<file path="src/rtl/sample_feeder_if.sv">
// Handshake bundle between sample_feeder, its upstream sample source and the filter.
// The slave modport is the feeder's view; master is the view of whatever drives it.
interface sample_feeder_if;
    logic               sample_valid_in;
    logic signed [15:0] sample_in;
    logic               sample_ready_out;
    logic               filt_ready_out;
    logic signed [15:0] filt_sample_out;
    logic               filt_done_in;
    logic signed [15:0] filt_signal_in;
    logic               result_valid_out;
    logic signed [15:0] result_out;
    logic               busy_out;
    logic               overflow_out;
    logic               timeout_out;

    modport slave (
        input  sample_valid_in, sample_in, filt_done_in, filt_signal_in,
        output sample_ready_out, filt_ready_out, filt_sample_out,
               result_valid_out, result_out, busy_out, overflow_out, timeout_out
    );

    modport master (
        output sample_valid_in, sample_in, filt_done_in, filt_signal_in,
        input  sample_ready_out, filt_ready_out, filt_sample_out,
               result_valid_out, result_out, busy_out, overflow_out, timeout_out
    );
endinterface

</file>
<file path="src/rtl/sample_feeder.sv">
// Buffers upstream samples in a small FIFO and feeds them one at a time to a filter,
// capturing each result. Define SAMPLE_FEEDER_TIMEOUT_EN to add a WAIT-state timeout.
module sample_feeder #(
    parameter int FIFO_DEPTH     = 4,
    parameter int TIMEOUT_CYCLES = 40
) (
    input  logic           clk_in,
    input  logic           rst_in,
    sample_feeder_if.slave bus
);
    localparam int AW = $clog2(FIFO_DEPTH);
    localparam logic [AW:0] FULL_CNT = (AW+1)'(FIFO_DEPTH);

    if (FIFO_DEPTH < 2 || FIFO_DEPTH > 16 || (FIFO_DEPTH & (FIFO_DEPTH - 1)) != 0 ||
        TIMEOUT_CYCLES < 1) begin : g_bad_param
        $error("sample_feeder: FIFO_DEPTH must be a power of two in 2..16, TIMEOUT_CYCLES >= 1");
    end

    typedef enum logic [1:0] {IDLE, ISSUE, WAIT, SETTLE} state_t;

    state_t             r_state, w_next;
    logic signed [15:0] r_mem [FIFO_DEPTH];
    logic [AW-1:0]      r_wptr, r_rptr;
    logic [AW:0]        r_count;
    logic signed [15:0] r_filt_sample, r_result;
    logic               r_result_valid, r_overflow;
    logic               w_full, w_empty, w_push, w_pop, w_timeout_hit;

    // Ready comes only from the registered count, so a pop never frees a slot same-cycle.
    assign w_full  = (r_count == FULL_CNT);
    assign w_empty = (r_count == '0);
    assign w_push  = bus.sample_valid_in && !w_full;

    always_ff @(posedge clk_in) begin
        if (rst_in) r_state <= IDLE;
        else        r_state <= w_next;
    end

    always_comb begin
        w_next = r_state;
        w_pop  = 1'b0;
        case (r_state)
            IDLE: if (!w_empty) begin
                w_pop  = 1'b1;
                w_next = ISSUE;
            end
            ISSUE:  w_next = WAIT;
            WAIT:   if (bus.filt_done_in) w_next = SETTLE;
                    else if (w_timeout_hit) w_next = IDLE;
            SETTLE: w_next = IDLE;
            default: w_next = IDLE;
        endcase
    end

    always_ff @(posedge clk_in) begin
        if (w_push) r_mem[r_wptr] <= bus.sample_in;
    end

    always_ff @(posedge clk_in) begin
        if (rst_in) begin
            r_wptr         <= '0;
            r_rptr         <= '0;
            r_count        <= '0;
            r_filt_sample  <= '0;
            r_result       <= '0;
            r_result_valid <= 1'b0;
            r_overflow     <= 1'b0;
        end else begin
            if (w_push) r_wptr <= r_wptr + 1'b1;
            if (w_pop) begin
                r_rptr        <= r_rptr + 1'b1;
                r_filt_sample <= r_mem[r_rptr];
            end
            case ({w_push, w_pop})
                2'b10:   r_count <= r_count + 1'b1;
                2'b01:   r_count <= r_count - 1'b1;
                default: r_count <= r_count;
            endcase
            if (bus.sample_valid_in && w_full) r_overflow <= 1'b1;
            // filt_signal_in is valid during SETTLE, one cycle after done.
            r_result_valid <= (r_state == SETTLE);
            if (r_state == SETTLE) r_result <= bus.filt_signal_in;
        end
    end

`ifdef SAMPLE_FEEDER_TIMEOUT_EN
    localparam int TW = $clog2(TIMEOUT_CYCLES + 1);
    logic [TW-1:0] r_to_cnt;
    logic          r_timeout;

    // Counter is zero on the first WAIT cycle; hit marks the last allowed WAIT cycle.
    assign w_timeout_hit = (r_state == WAIT) && (r_to_cnt == TW'(TIMEOUT_CYCLES - 1));

    always_ff @(posedge clk_in) begin
        if (rst_in || r_state != WAIT) r_to_cnt <= '0;
        else                           r_to_cnt <= r_to_cnt + 1'b1;
    end

    always_ff @(posedge clk_in) begin
        if (rst_in)                                    r_timeout <= 1'b0;
        else if (w_timeout_hit && !bus.filt_done_in)   r_timeout <= 1'b1;
    end

    assign bus.timeout_out = r_timeout;
`else
    assign w_timeout_hit   = 1'b0;
    assign bus.timeout_out = 1'b0;
`endif

    assign bus.sample_ready_out = !w_full;
    assign bus.filt_ready_out   = (r_state == ISSUE);
    assign bus.filt_sample_out  = r_filt_sample;
    assign bus.result_valid_out = r_result_valid;
    assign bus.result_out       = r_result;
    assign bus.busy_out         = (r_state != IDLE);
    assign bus.overflow_out     = r_overflow;
endmodule

</file>
<file path="src/flat_wrapper.sv">
// flat-port wrapper written by rule: the top's interface ports become plain ports
module sample_feeder_flat 
#(
    parameter int FIFO_DEPTH     = 4,
    parameter int TIMEOUT_CYCLES = 40
)
  (clk_in, rst_in, bus_sample_valid_in, bus_sample_in, bus_filt_done_in, bus_filt_signal_in, bus_sample_ready_out, bus_filt_ready_out, bus_filt_sample_out, bus_result_valid_out, bus_result_out, bus_busy_out, bus_overflow_out, bus_timeout_out);
  sample_feeder_if bus_i ();
  input  logic clk_in;
  input  logic rst_in;
  input wire logic [$bits(bus_i.sample_valid_in)-1:0] bus_sample_valid_in;
  input wire logic [$bits(bus_i.sample_in)-1:0] bus_sample_in;
  input wire logic [$bits(bus_i.filt_done_in)-1:0] bus_filt_done_in;
  input wire logic [$bits(bus_i.filt_signal_in)-1:0] bus_filt_signal_in;
  output wire logic [$bits(bus_i.sample_ready_out)-1:0] bus_sample_ready_out;
  output wire logic [$bits(bus_i.filt_ready_out)-1:0] bus_filt_ready_out;
  output wire logic [$bits(bus_i.filt_sample_out)-1:0] bus_filt_sample_out;
  output wire logic [$bits(bus_i.result_valid_out)-1:0] bus_result_valid_out;
  output wire logic [$bits(bus_i.result_out)-1:0] bus_result_out;
  output wire logic [$bits(bus_i.busy_out)-1:0] bus_busy_out;
  output wire logic [$bits(bus_i.overflow_out)-1:0] bus_overflow_out;
  output wire logic [$bits(bus_i.timeout_out)-1:0] bus_timeout_out;
  assign bus_i.sample_valid_in = bus_sample_valid_in;
  assign bus_i.sample_in = bus_sample_in;
  assign bus_i.filt_done_in = bus_filt_done_in;
  assign bus_i.filt_signal_in = bus_filt_signal_in;
  assign bus_sample_ready_out = bus_i.sample_ready_out;
  assign bus_filt_ready_out = bus_i.filt_ready_out;
  assign bus_filt_sample_out = bus_i.filt_sample_out;
  assign bus_result_valid_out = bus_i.result_valid_out;
  assign bus_result_out = bus_i.result_out;
  assign bus_busy_out = bus_i.busy_out;
  assign bus_overflow_out = bus_i.overflow_out;
  assign bus_timeout_out = bus_i.timeout_out;
  sample_feeder #(.FIFO_DEPTH(FIFO_DEPTH), .TIMEOUT_CYCLES(TIMEOUT_CYCLES)) u_core (.clk_in(clk_in), .rst_in(rst_in), .bus(bus_i));
endmodule
</file>
<file path="config.mk">
export PLATFORM = sky130hd
export DESIGN_NAME = sample_feeder_flat
export DESIGN_NICKNAME = d
export VERILOG_FILES = /design/src/rtl/sample_feeder_if.sv /design/src/rtl/sample_feeder.sv /design/src/flat_wrapper.sv
export SDC_FILE = /design/constraint.sdc
export NUM_CORES = 1
export LEC_CHECK = 0
export ABC_AREA = 1
export ABC_CLOCK_PERIOD_IN_PS = 2200
export BUFFER_PORTS_ARGS = -buffer_cell sky130_fd_sc_hd__buf_2
export CAP_MARGIN = 20
export CORE_MARGIN = 2
export CORE_UTILIZATION = 43
export DETAILED_ROUTE_END_ITERATION = 10
export HOLD_SLACK_MARGIN = 0.15
export PLACE_DENSITY = 0.59
export SYNTH_ARGS = -nofsm -noshare
export SYNTH_HDL_FRONTEND = slang
export SYNTH_SLANG_ARGS = --single-unit
</file>
<file path="constraint.sdc">
create_clock -name clk_in -period 2.2 [get_ports clk_in]
set_input_delay 0.55 -clock clk_in [delete_from_list [all_inputs] [get_ports clk_in]]
set_output_delay 0.55 -clock clk_in [all_outputs]
set_load 0.005 [all_outputs]
</file>
==> flow_summary.ini, run 1 <==
[outcome]
outcome = completed

[setup_path]
worstPathArrival_ps = 2170
cp-end-kind = flip-flop
cp_max_fo = 4
required_ps = 2460
crit_type = reg -> reg
startpoint_type = flip-flop

[detailed_routing]
vias = 3310
viasPerCell = 4.540
drt_wl_total_mm = 8.950
drt_iter0_drc = 138
dr.pass1.iters = 4
wl_per_cell_um = 12.28
ant_nets = 0
drc = 0

[floorplan]
die-area_sq_um = 11590
start_util = 0.4456
chipHeight_um = 107.7
core_area_sq_um = 10370
die_x_um = 107.7
num_io_pins = 74
rows = 37

[clock_network]
postCtsSetupBuffers = 0
cts_root_buf = clkbuf_8
clk_latency_ps = 360
path_clk_slew_ps = 100
postCtsResizedCells = 0
postCtsHoldBufs = 0
cts_tree = yes
htree_levels = 3
cts_made_buffers = 9
cts.sinks = 107
clockBufferDepth = 2

[timing]
rsz0062_at_grt = no
tns_ps = 0
hold_viol_final = 0
slew_headroom = 0.6625
worst_pin_slew_ps = 505.6
drv_slew = 0
period_needed_ps = 1911
setup_violations = 0
max_freq_mhz = 523.4
whs_ps = 398.0
worst_clock_skew_ps = 9.344
finalCritPeriodShare = 0.8684

[synth]
avgSynthCellArea_sq_um = 8.972
synth_nets = 562
yosys.area.top_type = edfxtp_1
netlist.area_leader.share = 0.4159
synth_warnings = 0
seq_area_frac_synth = 0.6022
syn_area_sq_um = 4621
ys_types = 24
synth-seq-cells = 107
syn_inst = 515
synth.area.top_cells = edfxtp_1 (42%), dfxtp_1 (19%), nand2_1 (10%)

[grt]
grt_remaining_overflow = 0
grt_pass1_vias = 3143
antenna_found_initial = 0
grt_max_degree = 35
track_usage = 0.1682
grt_pass1_wl_mm = 14.76

[final_layout]
final_common_cell = nand2_1
stdcell_count = 729
drive_above_1_share = 0.1788
num_antenna_cells = 0
final_cell_mix = nand2_1 (126), inv_1 (100), nor2_1 (76)
syn_to_final_growth_pct = 14.22
nets = 635
utilization = 0.5089

[pwr]
powerDensity_nw_per_um2 = 1112
ir_drop_mv = 0.4491
total_power_mw = 5.867
leakage_nw = 2.606

[hold_path]
holdCritPathClass = in -> reg

[run]
cap_violations = 0

[placement]
port_buffers = 72
hpwl_mm = 5.748
dp_cells = 713
place_congestion = 0.8217
sequential cells by signal, indices dropped and copies added, names as in the netlist:
register and count:
u_core.bus.result_out 16, u_core.r_wptr 2, u_core.bus.filt_sample_out 16, u_core.r_mem 64
u_core.r_count 3, u_core.bus.overflow_out 1, u_core.r_rptr 2, u_core.r_state 2
u_core.bus.result_valid_out 1
routing by layer:
layer  vias to the layer above  GRT usage  routed length (um)  share of wire
met5                         -          0                   0              0
met4                         0    0.07875                 183          0.020
met3                        13    0.03390                 439          0.049
met2                        82     0.2983                4378           0.49
met1                      1504     0.1938                3948           0.44
li1                       1711          -                   -              -
path summary, 6_finish.rpt:
check	start	to	slack [ps]	cells after the start
hold reg to reg	u_core.bus.overflow_out$_SDFFE_PP0P_	u_core.bus.overflow_out$_SDFFE_PP0P_	460	2
setup / recovery	u_core.r_state[0]$_SDFFE_PP0P_	u_core.r_count[2]$_SDFFE_PP0P_	290	13
hold / removal	bus_sample_in[15]	u_core.r_mem[2][15]$_DFFE_PP_	400	1
setup reg to reg	u_core.r_state[0]$_SDFFE_PP0P_	u_core.r_count[2]$_SDFFE_PP0P_	290	13
Yosys cell counts:
master,instances
a21oi_1,7
a21oi_2,1
buf_12,1
buf_2,5
buf_4,8
buf_6,4
clkbuf_1,2
clkinv_1,1
conb_1,1
dfxtp_1,43
edfxtp_1,64
fa_1,1
ha_1,10
inv_1,100
inv_2,1
inv_4,1
nand2_1,126
nand2_2,1
nand2_4,3
nand3_1,39
nor2_1,76
nor2_2,1
o21ai_0,18
o21ai_2,1
cells by family (layout without fill, tap and decap cells):
| family | after synthesis | after routing | synth area share |
|---|---|---|---|
| buf+inv | 123 | 201 | 0.1183 |
| fa+ha+maj | 11 | 11 | 0.03141 |
| compound gates | 27 | 27 | 0.03087 |
| other cells | 1 | 1 | 0.0008116 |
| flops | 107 | 107 | 0.6022 |
| simple gates | 246 | 246 | 0.2164 |
worst max-delay path: stages, from the launching register on:
cell,delay (ps)
dfxtp_1,350
inv_1,110
ha_1,270
nand2_4,70
inv_1,70
ha_1,160
inv_1,70
fa_1,390
inv_1,70
nand2_1,40
nand3_1,80
nand2_1,50
nand2_1,50
nor2_1,30
stage by stage:
step	worst slack (ps)	cell area [sq um]
6_report	289.5	5278
5_1_grt	76.99	5278
4_1_cts	270.2	5278
3_5_place_dp	300.1	5069
3_3_place_gp	375.3	5069
2_1_floorplan	387.5	4621
cell type report:
cell class | count | area, sq um
fill | 982 | 5092
timing repair buffer | 82 | 435.4
multi-input combinational | 285 | 1291
sequential | 107 | 2783
inverter | 103 | 389.1
tap | 136 | 170.2
clock inverter | 3 | 17.52
clock buffer | 13 | 191.4
where the power goes:
| group | total (mW) | switching, mW | internal (mW) | leakage (nW) |
|---|---|---|---|---|
| logic | 2.02 | 1.31 | 0.711 | 1.56 |
| clock network | 1.21 | 0.633 | 0.578 | 0.106 |
| registers | 2.64 | 0.177 | 2.46 | 0.940 |
| total | 5.87 | 2.12 | 3.75 | 2.61 |
No activity file was read; power rests on OpenSTA's default activity.
==> inputs of run 2 (changes only) <==
--- a/config.mk
+++ b/config.mk
@@ -14,5 +14,5 @@
 export DETAILED_ROUTE_END_ITERATION = 10
 export HOLD_SLACK_MARGIN = 0.15
-export PLACE_DENSITY = 0.59
+export PLACE_DENSITY = 0.65
 export SYNTH_ARGS = -nofsm -noshare
 export SYNTH_HDL_FRONTEND = slang
==> constraint.sdc (replaced) <==
create_clock -name clk_in -period 2.2 [get_ports clk_in]
set_input_delay 0.22 -clock clk_in [delete_from_list [all_inputs] [get_ports clk_in]]
set_output_delay 0.22 -clock clk_in [all_outputs]
set_load 0.005 [all_outputs]
==> flow_summary.ini, run 2 (same netlist as run 1, synthesis figures left out) <==
[pwr]
total_power_mw = 5.807
leakage_nw = 2.720
ir_drop_mv = 0.4801
powerDensity_nw_per_um2 = 1041

[timing]
drv_slew = 0
slew_headroom = 0.6662
hold_viol_final = 0
worst_clock_skew_ps = 8.054
finalCritPeriodShare = 0.8941
tns_ps = 0
rsz0062_at_grt = no
setup_slack_ps = 233.0
setup_violations = 0
whs_ps = 173.3
worst_pin_slew_ps = 500.2
period_needed_ps = 1967
max_freq_mhz = 508.4

[setup_path]
cp_max_fo = 4
cpLargestDelayFamily = adder cells
crit_top_cell = inv_1
worstPathArrival_ps = 2230
slowest_delay_ps = 370
path_buf_inv = 4
path_cells = inv_1, ha_1, nand2_4, inv_1, ha_1, inv_1, fa_1, inv_1, nand2_1, nand3_1, nand2_1, nand2_1, nor2_1
ff2ff_path_depth = 13
slowest_stage = fa_1
crit_type = reg -> reg
r2r_end = u_core.r_count[2]$_SDFFE_PP0P_
startpoint_type = flip-flop
cp-end-kind = flip-flop
rrSetupSlack_ps = 230
r2r_start = u_core.r_state[0]$_SDFFE_PP0P_
required_ps = 2460

[clock_network]
cts.sinks = 107
clockBufferDepth = 2
path_clk_slew_ps = 90
htree_levels = 3
cts_tree = yes
cts_made_buffers = 9
postCtsSetupBuffers = 0
cts_root_buf = clkbuf_8
clk_latency_ps = 360

[placement]
place_congestion = 0.7855
port_buffers = 72
pre_cts_slack_ps = 261.2
hpwl_mm = 5.825

[final_layout]
nets = 668
final_cell_mix = nand2_1 (126), inv_1 (100), nor2_1 (76)
regMostFlops = u_core.r_mem
drive_above_1_share = 0.1677
final_common_cell = nand2_1
syn_to_final_growth_pct = 20.77
utilization = 0.5381
num_antenna_cells = 0
largest_reg_flops = 64

[grt]
grt_max_degree = 35
grt_pass1_vias = 3245
grt_remaining_overflow = 0
grt_pass1_wl_mm = 15.34
track_usage = 0.1709
antenna_found_initial = 0

[floorplan]
num_io_pins = 74
start_util = 0.4456
rows = 37
chipHeight_um = 107.7
die-area_sq_um = 11590
die_x_um = 107.7
core_area_sq_um = 10370

[detailed_routing]
drc = 0
dr.pass1.iters = 4
viasPerCell = 4.513
vias = 3439
drt_iter0_drc = 170
drt_wl_total_mm = 9.480
ant_nets = 0
wl_per_cell_um = 12.44

[run]
cap_violations = 0

[hold_path]
min_to = u_core.bus.overflow_out$_SDFFE_PP0P_
whs_path_depth = 3
holdCritPathClass = in -> reg
hold_start = bus_sample_valid_in

[outcome]
outcome = completed
## run 2: worst reg2reg max path: cells and delay by family, from the launching register on
kind                     cells  cell delay [ps]
AND/OR/NAND/NOR              6              340
buffers and inverters        4              340
adder cells (fa/ha/maj)      3              830
flip-flops                   1              350
## run 2: area by class of cell
cell class	count	area, sq um
fill	959	4790
sequential	107	2783
multi-input combinational	285	1291
timing repair buffer	115	778.2
inverter	103	389.1
tap	136	170.2
clock buffer	10	127.6
clock inverter	6	41.29
## run 2: how the worst max path moves through the flow
stage,endpoint,from,depth (start not counted),slack [ps]
finish,u_core.r_count[2]$_SDFFE_PP0P_,u_core.r_state[0]$_SDFFE_PP0P_,13,230
floorplan,u_core.r_count[2]$_SDFFE_PP0P_,u_core.r_state[0]$_SDFFE_PP0P_,13,390
global placement,u_core.r_count[2]$_SDFFE_PP0P_,u_core.r_state[0]$_SDFFE_PP0P_,13,370
CTS,u_core.r_count[2]$_SDFFE_PP0P_,u_core.r_state[0]$_SDFFE_PP0P_,13,230
detailed placement,u_core.r_count[2]$_SDFFE_PP0P_,u_core.r_state[0]$_SDFFE_PP0P_,13,260
global route,u_core.r_count[2]$_SDFFE_PP0P_,u_core.r_state[0]$_SDFFE_PP0P_,12,40
## run 2: what timing repair did
action,4_1_cts,5_1_grt
resized for setup,0,0
hold buffers,33,0
hold endpoints to repair,85,0
## run 2: power breakdown
part	internal (mW)	switching (mW)	total, mW
logic	0.760	1.38	2.14
registers	2.46	0.144	2.61
clock network	0.412	0.652	1.06
total	3.63	2.17	5.81
## run 2: layer usage
layer	wire, um	vias to the layer above	track usage
met3	341	12	0.03571
met4	131	0	0.06044
met1	4459	1587	0.2142
met5	0	-	0
met2	4548	61	0.2920
li1	-	1779	-
## run 2: per-stage QoR
stage                     cell area, sq um  instances
after detailed placement              5081        713
after global routing                  5580        762
final                                 5580        762
after floorplan                       4621        515
after CTS                             5580        762
after global placement                5081        713
==> inputs of run 3 (changes only) <==
Settings changed: CTS_BUF_LIST from default to sky130_fd_sc_hd__clkbuf_2, RECOVER_POWER from default to 25.
==> flow_summary.ini, run 3 (same netlist as run 1, synthesis figures left out) <==
[grt]
grt_pass1_wl_mm = 15.31
grt_max_degree = 35
grt_pass1_vias = 3238
track_usage = 0.1701
antenna_found_initial = 0
grt_remaining_overflow = 0

[placement]
dp_cells = 713
pre_cts_slack_ps = 261.2
post_dp_cell_area_sq_um = 5081
place_congestion = 0.7855
hpwl_mm = 5.825
port_buffers = 72

[hold_path]
holdCritPathClass = in -> reg

[floorplan]
rows = 37
die-area_sq_um = 11590
chipHeight_um = 107.7
num_io_pins = 74
die_x_um = 107.7
core_area_sq_um = 10370
start_util = 0.4456

[pwr]
powerDensity_nw_per_um2 = 1003
total_power_mw = 5.519
ir_drop_mv = 0.4418
leakage_nw = 2.660

[timing]
rsz0062_at_grt = no
setup_violations = 0
drv_slew = 0
max_freq_mhz = 509.6
whs_ps = 404.8
finalCritPeriodShare = 0.8920
worst_clock_skew_ps = 23.95
tns_ps = 0
hold_viol_final = 0
setup_slack_ps = 237.5
period_needed_ps = 1962

[clock_network]
cts_tree = yes
postCtsResizedCells = 0
cts_root_buf = clkbuf_2
clk_latency_ps = 560
postCtsHoldBufs = 35
cts.sinks = 107
cts_made_buffers = 9
path_clk_slew_ps = 260
postCtsSetupBuffers = 0
htree_levels = 3
clockBufferDepth = 2

[detailed_routing]
viasPerCell = 4.524
dr.pass1.iters = 4
vias = 3456
wl_per_cell_um = 12.41
drc = 0
drt_iter0_drc = 173
ant_nets = 0
drt_wl_total_mm = 9.485

[setup_path]
worstPathArrival_ps = 2460
slowest_delay_ps = 400
crit_type = reg -> reg
required_ps = 2690
slowest_stage = dfxtp_1
startpoint_type = flip-flop
crit_top_cell = inv_1
cp-end-kind = flip-flop
path_cells = inv_1, ha_1, nand2_4, inv_1, ha_1, inv_1, fa_1, inv_1, nand2_1, nand3_1, nand2_1, nand2_1, nor2_1
cp_max_fo = 4

[final_layout]
nets = 670
regMostFlops = u_core.r_mem
drive_above_1_share = 0.1433
final_area_sq_um = 5503
utilization = 0.5306
stdcell_count = 764
syn_to_final_growth_pct = 19.09
final_common_cell = nand2_1
final_cell_mix = nand2_1 (126), inv_1 (100), nor2_1 (76)
num_antenna_cells = 0
largest_reg_flops = 64
fillers = 965

[run]
cap_violations = 0

[outcome]
outcome = completed
[run 3: cell type report]
type	count	area, sq um	area share
clock inverters	6	41.29	0.007503
multi-input cells	285	1291	0.2347
inverters	103	389.1	0.07071
clock buffers	10	50.05	0.009095
flip-flops and latches	107	2783	0.5057
well taps	136	170.2	0.03092
repair buffers	117	778.2	0.1414
[run 3: per-layer routing]
layer  track usage  wire [um]  vias to the layer above
li1              -          -                     1782
met1        0.2177       4431                     1590
met2        0.2880       4567                       71
met3       0.03390        344                       13
met4       0.05769        142                        0
met5             0          0                        -
[run 3: worst paths after layout]
| kind | from | end | slack (ps) | depth (start not counted) |
|---|---|---|---|---|
| worst max-delay path | u_core.r_state[0]$_SDFFE_PP0P_ | u_core.r_count[2]$_SDFFE_PP0P_ | 240 | 13 |
| worst min-delay path | bus_filt_signal_in[6] | u_core.bus.result_out[6]$_SDFFE_PP0P_ | 400 | 4 |
| worst max register to register | u_core.r_state[0]$_SDFFE_PP0P_ | u_core.r_count[2]$_SDFFE_PP0P_ | 240 | 13 |
| worst min register to register | u_core.bus.overflow_out$_SDFFE_PP0P_ | u_core.bus.overflow_out$_SDFFE_PP0P_ | 490 | 2 |
[run 3: worst max-delay path, delay by kind of cell, from the launching register on]
kind | cells | cell delay, ps
buffers and inverters | 4 | 340
adder cells (fa/ha/maj) | 3 | 830
flip-flops | 1 | 400
AND/OR/NAND/NOR | 6 | 350
[run 3: report_power, final]
part	internal (mW)	total, mW	switching, mW	leakage, nW
Sequential	2.46	2.60	0.144	0.940
Clock	0.152	0.784	0.632	0.0521
Combinational	0.758	2.13	1.37	1.67
Total	3.37	5.52	2.15	2.66
